$ cat src/rtl/ps2_scan_decoder_pkg.sv
// Shared PS/2 decoder types: prefix bytes, frame-FSM states, key event layout
// and the 11-bit frame validity test.
package ps2_pkg;

  localparam logic [7:0] PS2_PREFIX_EXT = 8'hE0;
  localparam logic [7:0] PS2_PREFIX_BRK = 8'hF0;

  typedef enum logic [1:0] {
    IDLE,
    RX,
    CHECK
  } frame_state_t;

  typedef struct packed {
    logic [7:0] code;
    logic       ext;
    logic       brk;
  } ps2_event_t;

  // Frame is stored with the start bit at [0]: start=0, stop=1, odd parity over data+parity.
  function automatic logic frame_ok(input logic [10:0] f);
    return (f[0] == 1'b0) && f[10] && (^f[9:1]);
  endfunction

endpackage

$ cat src/rtl/ps2_event_fifo.sv
// First-word-fall-through event FIFO; a push into a full FIFO succeeds only
// when a pop happens in the same cycle.
module ps2_event_fifo #(
  parameter int DEPTH = 4
) (
  input  logic       clk,
  input  logic       rst_n,
  input  logic       i_wr_en,
  input  logic [9:0] i_wr_data,
  input  logic       i_rd_en,
  output logic [9:0] o_rd_data,
  output logic       o_full,
  output logic       o_empty
);

  localparam int AW = $clog2(DEPTH);

  logic [9:0]  r_mem [DEPTH];
  logic [AW:0] r_wr_ptr;
  logic [AW:0] r_rd_ptr;
  logic        w_do_wr;
  logic        w_do_rd;

  assign o_empty   = (r_wr_ptr == r_rd_ptr);
  assign o_full    = (r_wr_ptr[AW] != r_rd_ptr[AW]) && (r_wr_ptr[AW-1:0] == r_rd_ptr[AW-1:0]);
  assign w_do_rd   = i_rd_en && !o_empty;
  assign w_do_wr   = i_wr_en && (!o_full || w_do_rd);
  assign o_rd_data = r_mem[r_rd_ptr[AW-1:0]];

  always_ff @(posedge clk or negedge rst_n) begin
    if (!rst_n) begin
      r_wr_ptr <= '0;
      r_rd_ptr <= '0;
      for (int i = 0; i < DEPTH; i++) r_mem[i] <= '0;
    end else begin
      if (w_do_wr) begin
        r_mem[r_wr_ptr[AW-1:0]] <= i_wr_data;
        r_wr_ptr                <= r_wr_ptr + 1'b1;
      end
      if (w_do_rd) r_rd_ptr <= r_rd_ptr + 1'b1;
    end
  end

endmodule

$ cat src/rtl/ps2_scan_decoder.sv
// PS/2 keyboard receiver: pin sync, clock deglitch, 11-bit frame check,
// E0/F0 prefix folding into {code, ext, brk} events queued in a FWFT FIFO.
module ps2_scan_decoder
  import ps2_pkg::*;
#(
  parameter int FILTER_LEN  = 4,
  parameter int TIMEOUT_CYC = 50000,
  parameter int FIFO_DEPTH  = 4
) (
  input  logic       clk,
  input  logic       rst_n,
  input  logic       ps2_clk,
  input  logic       ps2_data,
  output logic [7:0] key_code,
  output logic       key_ext,
  output logic       key_break,
  output logic       key_valid,
  input  logic       key_ready,
  output logic       frame_err,
  output logic       overflow,
  output logic       idle
);

  localparam int FCW = $clog2(FILTER_LEN + 1);
  localparam int TCW = $clog2(TIMEOUT_CYC + 1);

  logic           r_clk_s1, r_clk_s2, r_dat_s1, r_dat_s2;
  logic           r_filt_clk;
  logic [FCW-1:0] r_filt_cnt;
  frame_state_t   r_state, w_next;
  logic [10:0]    r_shift;
  logic [3:0]     r_bit_cnt;
  logic [TCW-1:0] r_to_cnt;
  logic           r_ext, r_brk;
  logic           r_frame_err, r_overflow;
  logic           w_fall, w_timeout, w_good, w_bad, w_push, w_pop;
  logic           w_full, w_empty;
  logic [7:0]     w_byte;
  ps2_event_t     w_ev, w_head;

  always_ff @(posedge clk or negedge rst_n) begin
    if (!rst_n) begin
      r_clk_s1 <= 1'b1;
      r_clk_s2 <= 1'b1;
      r_dat_s1 <= 1'b1;
      r_dat_s2 <= 1'b1;
    end else begin
      r_clk_s1 <= ps2_clk;
      r_clk_s2 <= r_clk_s1;
      r_dat_s1 <= ps2_data;
      r_dat_s2 <= r_dat_s1;
    end
  end

  // The filtered clock flips only after FILTER_LEN consecutive samples of the new level.
  always_ff @(posedge clk or negedge rst_n) begin
    if (!rst_n) begin
      r_filt_clk <= 1'b1;
      r_filt_cnt <= '0;
    end else if (r_clk_s2 == r_filt_clk) begin
      r_filt_cnt <= '0;
    end else if (r_filt_cnt == FCW'(FILTER_LEN - 1)) begin
      r_filt_clk <= r_clk_s2;
      r_filt_cnt <= '0;
    end else begin
      r_filt_cnt <= r_filt_cnt + 1'b1;
    end
  end

  assign w_fall    = r_filt_clk && !r_clk_s2 && (r_filt_cnt == FCW'(FILTER_LEN - 1));
  assign w_timeout = (r_state == RX) && !w_fall && (r_to_cnt == TCW'(TIMEOUT_CYC - 1));

  always_ff @(posedge clk or negedge rst_n) begin
    if (!rst_n) r_state <= IDLE;
    else        r_state <= w_next;
  end

  always_comb begin
    w_next = r_state;
    case (r_state)
      IDLE:  if (w_fall && !r_dat_s2) w_next = RX;
      RX: begin
        if (w_fall && (r_bit_cnt == 4'd10)) w_next = CHECK;
        else if (w_timeout)                  w_next = IDLE;
      end
      CHECK: w_next = IDLE;
      default: w_next = IDLE;
    endcase
  end

  // Bits enter at the top and shift down, so the start bit ends at [0].
  always_ff @(posedge clk or negedge rst_n) begin
    if (!rst_n) begin
      r_shift   <= '0;
      r_bit_cnt <= '0;
      r_to_cnt  <= '0;
    end else begin
      if (r_state == IDLE && w_fall && !r_dat_s2) begin
        r_shift   <= {r_dat_s2, r_shift[10:1]};
        r_bit_cnt <= 4'd1;
      end else if (r_state == RX && w_fall) begin
        r_shift   <= {r_dat_s2, r_shift[10:1]};
        r_bit_cnt <= r_bit_cnt + 1'b1;
      end
      if (r_state == RX && !w_fall) r_to_cnt <= r_to_cnt + 1'b1;
      else                          r_to_cnt <= '0;
    end
  end

  assign w_byte = r_shift[8:1];
  assign w_good = (r_state == CHECK) && frame_ok(r_shift);
  assign w_bad  = (r_state == CHECK) && !frame_ok(r_shift);
  assign w_push = w_good && (w_byte != PS2_PREFIX_EXT) && (w_byte != PS2_PREFIX_BRK);
  assign w_pop  = key_ready && !w_empty;
  assign w_ev   = '{code: w_byte, ext: r_ext, brk: r_brk};

  always_ff @(posedge clk or negedge rst_n) begin
    if (!rst_n) begin
      r_ext       <= 1'b0;
      r_brk       <= 1'b0;
      r_frame_err <= 1'b0;
      r_overflow  <= 1'b0;
    end else begin
      r_frame_err <= w_bad || w_timeout;
      r_overflow  <= w_push && w_full && !w_pop;
      if (w_bad || w_timeout) begin
        r_ext <= 1'b0;
        r_brk <= 1'b0;
      end else if (w_good) begin
        if (w_byte == PS2_PREFIX_EXT)      r_ext <= 1'b1;
        else if (w_byte == PS2_PREFIX_BRK) r_brk <= 1'b1;
        else begin
          r_ext <= 1'b0;
          r_brk <= 1'b0;
        end
      end
    end
  end

  ps2_event_fifo #(
    .DEPTH(FIFO_DEPTH)
  ) u_fifo (
    .clk      (clk),
    .rst_n    (rst_n),
    .i_wr_en  (w_push),
    .i_wr_data(w_ev),
    .i_rd_en  (key_ready),
    .o_rd_data(w_head),
    .o_full   (w_full),
    .o_empty  (w_empty)
  );

  assign key_code  = w_head.code;
  assign key_ext   = w_head.ext;
  assign key_break = w_head.brk;
  assign key_valid = !w_empty;
  assign frame_err = r_frame_err;
  assign overflow  = r_overflow;
  assign idle      = (r_state == IDLE);

endmodule

$ cat config.mk
export PLATFORM = sky130hd
export DESIGN_NAME = ps2_scan_decoder
export DESIGN_NICKNAME = d
export VERILOG_FILES = /design/src/rtl/ps2_scan_decoder_pkg.sv /design/src/rtl/ps2_event_fifo.sv /design/src/rtl/ps2_scan_decoder.sv
export SDC_FILE = /design/constraint.sdc
export NUM_CORES = 1
export LEC_CHECK = 0
export CORE_MARGIN = 1.5
export CORE_UTILIZATION = 55
export DETAILED_ROUTE_END_ITERATION = 7
export HOLD_SLACK_MARGIN = 0.02
export PLACE_DENSITY = 0.76
export RECOVER_POWER = 100
export REMOVE_ABC_BUFFERS = 1
export SLEW_MARGIN = 10
export SYNTH_ARGS = -nofsm -noshare
export SYNTH_HDL_FRONTEND = slang
export SYNTH_HIERARCHICAL = 1
export SYNTH_SLANG_ARGS = --single-unit
$ cat constraint.sdc
create_clock -name clk -period 2.5 [get_ports clk]
set_input_delay 0.25 -clock clk [delete_from_list [all_inputs] [get_ports clk]]
set_output_delay 0.25 -clock clk [all_outputs]
set_load 0.005 [all_outputs]
==> run summary <==
The area of the die came out at 0.00873 mm². The tools report the peak clock frequency supported by timing as 0.399 GHz. The root buffer cell chosen for the clock tree is sky130_fd_sc_hd__clkbuf_8. The worst hold path belongs to the class reg -> reg.

Main combinational cell family by area after synthesis: multiplexers. Leaving out filler cells and counting taps, the final layout contains 496. The checks that failed: negative setup slack. 19 I/O pins were placed.

The tools report the kind of start point of the critical path as a register. In this run the remaining antenna-violating nets after routing total 0. The share of the synthesized area in the top cell type is 0.478, and the arrival time at the worst endpoint is 2.75 ns. The area of the placeable core came out at 0.00781 mm².

Counting tap cells, the placed design contains a total of 473 instances. The clock latency of the later-clocked register in the worst-skew pair was 0.37 ns; the area fraction in compound gates after synthesis was 0.0534. The mux share of post-synthesis cell area is 0.190, and the peak supply drop is 0.000341 V. For the sequential fraction of the synthesis area, the log shows 0.508. Yosys mapped a number of flops with a built-in enable equal to 0.

The flow ran to the end, but the final reports show violations. After detailed routing, the average wire length per cell comes to 15.8 µm. Power spread over the standard cell area amounts to 604 mW/mm².

The Yosys step of the flow raised 6 warnings. The number of diodes was 0; the time the worst path needs with I/O delays and setup was 2.50 ns. The layout cell share with drive strength beyond 1 was 0.310; the initial antenna violation count was 0.

The placed instances occupy a cell area of 0.00494 mm². The library cell occupying the most area in the post-synthesis netlist was sky130_fd_sc_hd__dfrtp_1. The run gives 0.576 as the effective utilization at floorplan. In this run the core area contains 32 standard-cell rows. Required time of the critical path: 2.75 ns.

The total number of H-tree levels is 3. The count of TritonRoute iterations in the first routing pass came out at 4. The final-report max-slew violation count came out at 0. After filler insertion, the fill cell instance count of the layout stands at 597. The count of input and output buffers was 18. Synthesis produced 341 cells. For the design area, the log shows 0.00517 mm².

After the last flow step, the layout net total stands at 409. The portion of the clock cycle consumed by the worst path in the final layout is 1.00. The type of the worst setup path was reg -> reg.

Setup repair after global routing could not meet its margin everywhere. For the DRC violation count after routing, the log shows 0. The async set-or-reset flop fraction in the synthesized netlist is 1.00, and the worst-case clock skew is 0.0124 ns. The number of buffers on the longest clock path is 2, and the global-route total usage across every layer is 0.200.

For the final routed database, the setup TNS stands at -0.00738 ns. For this run the aggregate overflow at the end of global routing stands at 0. The worst setup margin is -0.00402 ns, and the largest fanout of any net on the critical path is 6. The tools report the cell area after synthesis as 0.00450 mm².

The initial detailed-routing violation count is 81. The predominant post-synthesis flop cell is sky130_fd_sc_hd__dfrtp_1. The count of final hold-check violations was 0; the xor/xnor share of the synthesized area was 0.0551. The tightest slew margin relative to the limit is 0.275. Clock tree synthesis found a total of 91 sinks. The post-synthesis area per instance was 13.2 µm²; the total CTS buffers was 9. The wire-length estimate of the detail-placed layout is 5370 µm. The routed wire length was 7840 µm; the x dimension of the die was 93.4 µm. Setup violations remaining at the end of the flow were counted as 2. Ranked by total cell area, the synthesized netlist is headed by sky130_fd_sc_hd__dfrtp_1, sky130_fd_sc_hd__mux2_2, sky130_fd_sc_hd__mux4_2, sky130_fd_sc_hd__mux2_4, sky130_fd_sc_hd__ha_1. The run gives 2742 as the via count of the first global-routing pass.

Entering global routing, the biggest net connects 48 pins. The worst setup path is captured at a register. For this block, the via count after detailed routing is 2750. Routability-driven placement finished with a final weighted congestion of 0.760.

The simple-gate share of the synthesized area is 0.130. The floorplan step set the die height to 93.4 µm. In this run the static leakage power is 2.39 nW.

Compared with the post-synthesis result, the final layout area differs by 14.9%. The tool flagged a number of max-cap violations equal to 0. The wire length of the first global-routing pass is 13100 µm, and the clock transition at the registers of the reported paths is 0.09 ns. For the pin with the worst max-slew slack, the measured transition is 1.09 ns. The area share of fa/ha/maj cells after synthesis came out at 0.0417. After synthesis the netlist holds a flip-flop and latch count of 91. Synthesis instantiated 55 different standard cells from the library. Dividing the detail-routed via count by the number of cells gives 5.54. TritonCTS built the clock tree.
-- power breakdown --
group / switching [mW] / internal, mW / leakage, nW / total [mW]
Combinational: 0.380 / 0.242 / 1.07 / 0.622
Sequential: 0.0635 / 1.54 / 1.24 / 1.60
Clock: 0.527 / 0.370 / 0.0831 / 0.897
Total: 0.971 / 2.15 / 2.39 / 3.12
-- layout make-up --
class | count | area (µm²) | share of cell area
tap | 102 | 128 | 0.0247
multi-input combinational | 227 | 2130 | 0.411
sequential | 91 | 2280 | 0.442
timing repair buffer | 46 | 402 | 0.0777
inverter | 14 | 52.6 | 0.0102
clock buffer | 10 | 128 | 0.0247
clock inverter | 6 | 50.0 | 0.00968
-- layer usage --
| layer | global-route usage | wire length [µm] | vias up |
|---|---|---|---|
| met1 | 0.267 | 3630 | 1380 |
| met5 | 0 | 0 | - |
| li1 | - | - | 1327 |
| met3 | 0.0317 | 151 | 15 |
| met4 | 0.107 | 200 | 0 |
| met2 | 0.313 | 3850 | 28 |
-- worst max-delay path, stage by stage, from the launching register on --
cell and delay, ns:
sky130_fd_sc_hd__dfrtp_1 0.40, sky130_fd_sc_hd__ha_1 0.33, sky130_fd_sc_hd__xnor3_2 0.40, sky130_fd_sc_hd__xnor2_2 0.20, sky130_fd_sc_hd__nand2_2 0.08, sky130_fd_sc_hd__nor3_2 0.10, sky130_fd_sc_hd__buf_4 0.14, sky130_fd_sc_hd__and2_4 0.14
sky130_fd_sc_hd__o41ai_4 0.09, sky130_fd_sc_hd__clkbuf_16 0.21, sky130_fd_sc_hd__mux2_4 0.29
-- logic make-up (layout without fill, tap and decap cells) --
| logic type | after synthesis | count (layout) |
|---|---|---|
| compound gates | 26 | 26 |
| xor+xnor | 24 | 24 |
| fa+ha+maj | 15 | 15 |
| buf+inv | 23 | 76 |
| flops | 91 | 91 |
| mux | 62 | 62 |
| simple gates | 100 | 100 |
-- cell usage after synthesis (3+ instances only) --
cell / n
sky130_fd_sc_hd__nor2_1: 23
sky130_fd_sc_hd__mux2_2: 35
sky130_fd_sc_hd__buf_2: 3
sky130_fd_sc_hd__dfrtp_1: 86
sky130_fd_sc_hd__xor2_1: 13
sky130_fd_sc_hd__nor3b_1: 3
sky130_fd_sc_hd__nand3_1: 10
sky130_fd_sc_hd__mux2_4: 13
sky130_fd_sc_hd__o21ai_0: 6
sky130_fd_sc_hd__nand2b_1: 3
sky130_fd_sc_hd__clkbuf_1: 4
sky130_fd_sc_hd__dfstp_2: 5
sky130_fd_sc_hd__inv_1: 14
sky130_fd_sc_hd__a21oi_1: 6
sky130_fd_sc_hd__xnor2_1: 7
sky130_fd_sc_hd__o41ai_4: 3
sky130_fd_sc_hd__and3_1: 3
sky130_fd_sc_hd__and4_1: 3
sky130_fd_sc_hd__nand2_1: 13
sky130_fd_sc_hd__mux2i_1: 4
sky130_fd_sc_hd__and2_1: 4
sky130_fd_sc_hd__mux4_2: 10
sky130_fd_sc_hd__or3_1: 4
sky130_fd_sc_hd__ha_1: 15
sky130_fd_sc_hd__nor4_1: 3
sky130_fd_sc_hd__nor3_1: 8
sky130_fd_sc_hd__nand4_1: 7
-- stage by stage --
step | setup slack (ns) | utilization | total power, mW | hold WS [ns]
final | -0.00402 | 0.662 | 3.12 | 0.360
after global routing | -0.110 | 0.662 | 3.29 | 0.370
after CTS | -0.0228 | 0.657 | 3.18 | 0.256
after detailed placement | -0.0403 | 0.633 | 2.27 | 0.291
after global placement | -0.00617 | 0.633 | 2.25 | 0.284
after floorplan | -0.300 | - | 2.04 | -0.0456
-- repair_timing --
action / 4_1_cts / 5_1_grt
setup endpoints to repair: 35 / 41
gates cloned: 0 / 1
pin swaps: 1 / 4
hold endpoints to repair: 44 / 0
gates resized for setup: 0 / 10
hold buffers: 1 / 0
buffers inserted: 0 / 5
-- flip-flops by register name, summed over array words and instances, names as in the netlist --
register and cells:
overflow 1, r_brk 1, r_clk_s1 1, r_state 2
r_filt_clk 1, u_fifo/r_wr_ptr 3, r_dat_s2 1, r_dat_s1 1
u_fifo/r_mem 40, r_ext 1, frame_err 1, r_bit_cnt 4
r_clk_s2 1, r_filt_cnt 3, r_shift 11, u_fifo/r_rd_ptr 3
r_to_cnt 16
-- worst paths after layout --
kind / to / slack (ns) / cells past startpoint / from
max: u_fifo/r_mem[1]$_DFFE_PN0P_ / -0.004 / 10 / r_shift[6]$_DFFE_PN0P_
min: r_clk_s2$_DFF_PN1_ / 0.36 / 0 / r_clk_s1$_DFF_PN1_
max reg2reg: u_fifo/r_mem[1]$_DFFE_PN0P_ / -0.004 / 10 / r_shift[6]$_DFFE_PN0P_
min reg2reg: r_clk_s2$_DFF_PN1_ / 0.36 / 0 / r_clk_s1$_DFF_PN1_
max in group asynchronous: r_bit_cnt[2]$_DFFE_PN0P_ / 0.60 / 3 / rst_n
min in group asynchronous: u_fifo/r_mem[3]$_DFFE_PN0P_ / 0.62 / 2 / rst_n
-- layout by cell type, fill, tap and decap left out, types with 4 or more instances in the layout --
master                            synthesis  routed
sky130_fd_sc_hd__a21oi_1                  6       6
sky130_fd_sc_hd__buf_4                    1      22
sky130_fd_sc_hd__clkbuf_8                 0       9
sky130_fd_sc_hd__clkdlybuf4s50_1          0      11
sky130_fd_sc_hd__dfrtp_1                 86      86
sky130_fd_sc_hd__dfstp_2                  5       4
sky130_fd_sc_hd__dlygate4sd3_1            0       7
sky130_fd_sc_hd__ha_1                    15      14
sky130_fd_sc_hd__inv_1                   14      11
sky130_fd_sc_hd__mux2_2                  35      35
sky130_fd_sc_hd__mux2_4                  13      13
sky130_fd_sc_hd__mux2i_1                  4       4
sky130_fd_sc_hd__mux4_2                  10      10
sky130_fd_sc_hd__nand2_1                 13      13
sky130_fd_sc_hd__nand3_1                 10      11
sky130_fd_sc_hd__nand4_1                  7       7
sky130_fd_sc_hd__nor2_1                  23      23
sky130_fd_sc_hd__nor3_1                   8       7
sky130_fd_sc_hd__o21ai_0                  6       6
sky130_fd_sc_hd__o41ai_4                  3       4
sky130_fd_sc_hd__or3_1                    4       4
sky130_fd_sc_hd__xnor2_1                  7       7
sky130_fd_sc_hd__xor2_1                  13      13
Note: power is estimated with default switching activity, not from simulation.
